===== src/rtl/imem_loader.sv =====
// Byte-serial program image loader: packs big-endian bytes into 32-bit words and
// writes them to instruction memory, holding the CPU until the full image is in.
module imem_loader #(
    parameter logic [31:0] BASE_ADDR = 32'h0,
    parameter int          MAX_WORDS = 256
) (
    input  logic        clk,
    input  logic        rst,
    input  logic        start,
    input  logic        byte_valid,
    input  logic [7:0]  byte_data,
    output logic        byte_ready,
    output logic        mem_we,
    output logic [31:0] mem_addr,
    output logic [31:0] mem_wdata,
    output logic        cpu_hold,
    output logic        done,
    output logic        error,
    output logic [15:0] word_count
);

    typedef enum logic [2:0] {
        IDLE   = 3'd0,
        LEN_HI = 3'd1,
        LEN_LO = 3'd2,
        DATA   = 3'd3,
        WRITE  = 3'd4,
        DONE   = 3'd5,
        ERROR  = 3'd6
    } state_t;

    localparam logic [16:0] MAX_W = 17'(MAX_WORDS);

    state_t      state;
    state_t      state_nx;
    logic [15:0] length;
    logic [1:0]  byte_cnt;
    logic [15:0] len_full;
    logic        len_bad;
    logic [15:0] count_inc;
    logic        accept;

    // Length as it will be once the low header byte lands.
    assign len_full  = {length[15:8], byte_data};
    assign len_bad   = (len_full == 16'd0) || ({1'b0, len_full} > MAX_W);
    assign count_inc = word_count + 16'd1;
    assign accept    = byte_valid && byte_ready;

    always_ff @(posedge clk or posedge rst) begin
        if (rst) begin
            state <= IDLE;
        end else begin
            state <= state_nx;
        end
    end

    always_comb begin
        state_nx   = state;
        byte_ready = 1'b0;
        mem_we     = 1'b0;
        cpu_hold   = 1'b1;
        done       = 1'b0;
        error      = 1'b0;
        case (state)
            IDLE: begin
                if (start) state_nx = LEN_HI;
            end
            LEN_HI: begin
                byte_ready = 1'b1;
                if (byte_valid) state_nx = LEN_LO;
            end
            LEN_LO: begin
                byte_ready = 1'b1;
                if (byte_valid) state_nx = len_bad ? ERROR : DATA;
            end
            DATA: begin
                byte_ready = 1'b1;
                if (byte_valid && (byte_cnt == 2'd3)) state_nx = WRITE;
            end
            WRITE: begin
                mem_we   = 1'b1;
                state_nx = (count_inc == length) ? DONE : DATA;
            end
            DONE: begin
                done     = 1'b1;
                cpu_hold = 1'b0;
                if (start) state_nx = LEN_HI;
            end
            ERROR: begin
                error = 1'b1;
                if (start) state_nx = LEN_HI;
            end
            default: state_nx = IDLE;
        endcase
    end

    always_ff @(posedge clk or posedge rst) begin
        if (rst) begin
            length     <= 16'd0;
            byte_cnt   <= 2'd0;
            mem_addr   <= BASE_ADDR;
            mem_wdata  <= 32'd0;
            word_count <= 16'd0;
        end else begin
            case (state)
                IDLE, DONE, ERROR: begin
                    if (start) begin
                        word_count <= 16'd0;
                        byte_cnt   <= 2'd0;
                    end
                end
                LEN_HI: begin
                    if (accept) length[15:8] <= byte_data;
                end
                LEN_LO: begin
                    if (accept) begin
                        length[7:0] <= byte_data;
                        mem_addr    <= BASE_ADDR;
                        byte_cnt    <= 2'd0;
                    end
                end
                DATA: begin
                    if (accept) begin
                        mem_wdata <= {mem_wdata[23:0], byte_data};
                        byte_cnt  <= byte_cnt + 2'd1;
                    end
                end
                WRITE: begin
                    word_count <= count_inc;
                    mem_addr   <= mem_addr + 32'd4;
                end
                default: ;
            endcase
        end
    end

endmodule


===== config.mk =====
export PLATFORM = sky130hd
export DESIGN_NAME = imem_loader
export DESIGN_NICKNAME = d
export VERILOG_FILES = /design/src/rtl/imem_loader.sv
export SDC_FILE = /design/constraint.sdc
export NUM_CORES = 1
export LEC_CHECK = 0
export ABC_AREA = 1
export CORE_UTILIZATION = 47
export DETAILED_ROUTE_END_ITERATION = 16
export PLACE_DENSITY = 0.73
export SLEW_MARGIN = 20
export SYNTH_ARGS = -nofsm -noshare
export SYNTH_HDL_FRONTEND = slang
export SYNTH_SLANG_ARGS = --single-unit

===== constraint.sdc =====
create_clock -name clk -period 8.1 [get_ports clk]
set_input_delay 0.81 -clock clk [delete_from_list [all_inputs] [get_ports clk]]
set_output_delay 0.81 -clock clk [all_outputs]
set_load 0.02 [all_outputs]

==> After elaboration in Yosys (flattened, before gate mapping) <==
Cells that the tools add are included.
{ "op_classes": {"n_eq_ne": 14, "n_div": 0, "add_sub_neg": 3, "bitwise": 0, "shift": 0, "n_mul": 0, "mux": 20, "n_reduce_logical": 17, "order_cmp": 1} }
{ "ops": {"columns": ["operator", "count"], "rows": [
  ["32-bit case mux with 2 select lines", 1],
  ["32-bit by 3-bit adder with 32-bit output (second input constant)", 1],
  ["32-bit 2-to-1 mux", 1],
  ["16-bit case mux with 2 select lines", 1],
  ["3-bit 2-to-1 mux", 6],
  ["16-bit by 1-bit adder with 16-bit output (second input constant)", 1],
  ["16-bit equality test", 1],
  ["16-bit by 9-bit greater-than comparator with 1-bit output (second input constant)", 1],
  ["16-bit zero test", 1],
  ["16-bit 2-to-1 mux", 1],
  ["3-bit case mux with 5 select lines", 1],
  ["2-bit inequality test (second input constant)", 5],
  ["2-bit AND reduction", 5],
  ["3-bit equality test (second input constant)", 3],
  ["4-bit AND reduction", 2],
  ["3-bit by 2-bit equality test with 1-bit output (second input constant)", 2],
  ["2-bit 2-to-1 mux", 3],
  ["2-bit case mux with 3 select lines", 1],
  ["3-bit OR reduction", 2],
  ["1-bit 2-to-1 mux", 5],
  ["2-bit nonzero test", 2],
  ["3-bit by 1-bit equality test with 1-bit output (second input constant)", 1],
  ["3-bit zero test", 1],
  ["3-bit nonzero test", 1],
  ["other kinds (5)", 6]
]} }
{ "word_totals": {"latchBits": 0, "mem_bits_rw": 0, "reg_bits": 101, "memories": 0, "output_inout_bits": 85, "wordCells": 62, "romBits": 0} }

==> Logic depth before layout (Yosys ltp) <==
{ "logic_depth": {"depth_word": 6, "mapped_depth": 15, "mapped_depth_nobuf": 15} }

==> Worst setup path before layout <==
Ideal clock, no wire load.
{ "synth_path": {"path_kind": "register to output", "from": "register state[0]", "to": "output port mem_we", "slack_ns": 6.084, "path_stages_with_launch": 5, "required_ns": 7.290, "path_buffers": 1, "arrival_time_ns": 1.206, "cell_sequence": "dfrtp_1 -> nor2_4 -> nand2_2 -> inv_4 -> clkbuf_1"} }
{ "synth_via": {"elab_chain_len": 2} }
{ "synth_rtl": {"columns": ["element", "line", "rtl"], "rows": [
  ["start: declaration", "34", "state_t state;"],
  ["start signal: assignment", "53", "state <= state_nx;"],
  ["3-bit equality test", "64", "case (state)"],
  ["1-bit 2-to-1 mux", "64", null],
  ["end: declaration", "13", "output logic mem_we,"]
]} }
Every way passes these cells.

==> Final worst setup path <==
Ends and elaborated chain as after synthesis.

==> results.yml <==
outcome:
  status: "finished clean"
power_and_ir_drop:
  power.density_nw_per_um2: 274
  share_seq_of_total_power_pct: 42.3
  combPwrFrac_pct: 39.9
  clockPowerShare_pct: 17.8
  p_leak_nw: 3.07
  finalPower_w: 0.00179
  power.internal_w: 0.00106
  peakVddDrop_uv: 194
  p_sw_share_pct: 40.7
  switchingPower_w: 0.000729
min_path:
  holdCritStartpoint: "mem_addr[31]$_DFFE_PP0P_"
  worstHoldPathType: "register to register"
  min_path_cells: 1
  hold_end: "mem_addr[31]$_DFFE_PP0P_"
setup_path:
  crit_fanout: 28
  path_cells: "nor2_4 > nand2_2 > inv_4 > clkdlybuf4s50_1"
  worst_ep_arrival_time_ns: 2.36
  r2r-end: "mem_addr[27]$_DFFE_PP0P_"
  slowest_delay_ns: 0.68
  required_ns: 7.29
  cp_slowest_cell: "clkdlybuf4s50_1"
  cp-start-kind: "register"
  worstSetupPathType: "register to primary output"
  r2r_setup_slack_ns: 5.37
  cp-end-kind: "primary output"
  r2r_cells: 8
  reg2reg_from: "state[0]$_DFFE_PP0P_"
routing:
  drt_first_iter_violations: 333
  routedWlPerCell_um: 14.6
  via_per_inst: 5.29
  ant_nets: 0
  drt_pass1_iterations: 5
  num_vias: 4860
  drc_errors: 0
  totalWireLength_mm: 13.4
logic_synthesis:
  synth_edf_count: 0
  yosys_warnings: 0
  avgSynthCellArea_um2: 7.72
  synthTopCellsByArea: "dfrtp_1, nand2_1, inv_1"
  ys.flop_type: "dfrtp_1"
  synth.top_cell.area_share_pct: 46.9
  seq_area_frac_synth_pct: 46.9
  netlist_area_um2: 5290
  synth.distinct_cells: 40
  post-synth-top-area-cell: "dfrtp_1"
  async_flop_share_pct: 100
  yosys_register_bits: 99
  synthCells: 685
grt:
  overflow: 0
  track_usage_pct: 24.4
  grt_pass1_wl_mm: 22.1
  antenna_found_initial: 0
  grt_max_degree: 58
  grt_pass1_vias: 4566
floorplanning:
  num_io_pins: 97
  die_height_um: 108
  rows: 38
  coreArea_um2: 10900
  start_util_pct: 48.6
  die_w_um: 108
  dieArea_um2: 11700
timing:
  drv_slew: 0
  clock_skew_ns: 0.00999
  fin_crit_ns: 3.17
  slew_headroom_pct: 35.3
  finalSetupViolCount: 0
  post-route-period-util_pct: 39.1
  worst_slew_pin_slew_ns: 0.969
  final_hold_viol_count: 0
  fmax_mhz: 316
  fin_tns_setup_ns: 0
  rsz0062_at_grt: "false"
final_layout:
  antenna_cells: 0
  post-route-util_pct: 59.9
  layout.nets: 790
  drive_gt1_share_pct: 6.03
  areaGrowthSynthToFinish_pct: 23.4
  layout_common_cells: "nand2_1, dfrtp_1, clkdlybuf4s50_1"
  final_common_cell: "nand2_1"
clock_network:
  cts_tree: "yes"
  post_cts_buffers: 0
  clkLatencyLatePin_ns: 0.37
  hold_buffers: 0
  cts_resized: 0
  clockRootBuffer: "clkbuf_8"
  cts_max_level: 3
  numCtsBuffers: 9
  clk_pin_slew_ns: 0.09
  clock_sinks: 99
  cts_max_path_buffers: 2
place:
  io_buffers: 94
  dp_hpwl_mm: 9.85
  routabilityCongestion: 0.887
flow_run:
  maxCapViolations: 0
## power groups by stage
stage	sequential (W)	clock (W)	combinational (W)
floorplan	0.000827	0	0.000347
global placement	0.000758	0	0.000697
detailed placement	0.000761	0	0.000714
CTS	0.000755	0.000324	0.000717
global route	0.000773	0.000351	0.000792
finish	0.000757	0.000319	0.000714
## metrics by stage
| step | cell area [um^2] | worst slack (ns) | std cells | hold WS [ns] |
|---|---|---|---|---|
| 2_1_floorplan | 5290 | 4.70 | 686 | 0.457 |
| 3_3_place_gp | 6330 | 5.10 | 903 | 0.460 |
| 3_5_place_dp | 6330 | 4.98 | 903 | 0.475 |
| 4_1_cts | 6530 | 4.93 | 919 | 0.487 |
| 5_1_grt | 6530 | 4.83 | 919 | 0.512 |
| 6_report | 6530 | 4.93 | 919 | 0.489 |
## synthesized netlist by cell type (3+ instances only)
master,number
o21ai_0,60
a21oi_1,14
xor2_1,4
nand2_1,205
a22oi_1,5
nand2_2,6
mux2i_1,5
o22ai_1,8
nand4_1,21
ha_1,3
buf_2,7
inv_1,89
nor3_1,4
nand3_1,50
nand3b_1,5
nor2_1,44
dfrtp_1,99
nor2_2,9
clkbuf_1,9
a31oi_1,6
nor2_4,8
## how the worst max path moves through the flow
stage / start / endpoint / slack [ns] / cells past startpoint
finish: state[0]$_DFFE_PP0P_ / mem_we / 4.93 / 4
global route: state[0]$_DFFE_PP0P_ / mem_we / 4.83 / 4
CTS: state[0]$_DFFE_PP0P_ / mem_we / 4.93 / 4
detailed placement: byte_valid / mem_addr[16]$_DFFE_PP0P_ / 4.98 / 6
global placement: byte_valid / mem_addr[16]$_DFFE_PP0P_ / 5.10 / 6
floorplan: rst / byte_cnt[0]$_DFFE_PP0P_ / 4.70 / 1
## kinds of logic (layout without fill, tap and decap cells)
logic type | count (synthesis) | in the layout | synth area share (%)
XOR/XNOR | 6 | 6 | 1.25
flip-flops | 99 | 99 | 46.9
buffers and inverters | 109 | 202 | 8.09
other | 1 | 2 | 0.0709
adder cells (fa/ha/maj) | 4 | 4 | 1.09
multiplexers | 5 | 5 | 0.947
AND/OR/NAND/NOR | 359 | 359 | 31.0
AO/OA/AOI/OAI | 102 | 102 | 10.7
## layout make-up
cell class	count	area, um^2
fillers	981	4360
flip-flops and latches	99	2480
multi-input cells	478	2390
repair buffers	95	948
inverters	91	347
well taps	140	175
clock buffers	10	128
clock inverters	6	65.1
## metal layers
layer	track usage (%)	vias up	share of wire, %
met5	0	-	0
li1	-	2402	-
met3	4.94	21	5.6
met4	9.98	0	2.3
met1	34.2	2275	47
met2	36.9	162	45
## worst max-delay path: cells and delay by family, from the launching register on
kind	cells	cell delay [ns]
flops	1	0.49
simple gates	2	0.41
buf+inv	2	1.08
## sequential cells by signal, summed over array words and instances, names as in the netlist
register	flops
mem_wdata	32
mem_addr	30
length	16
word_count	16
state	3
byte_cnt	2
(Power assumes the default switching activity.)
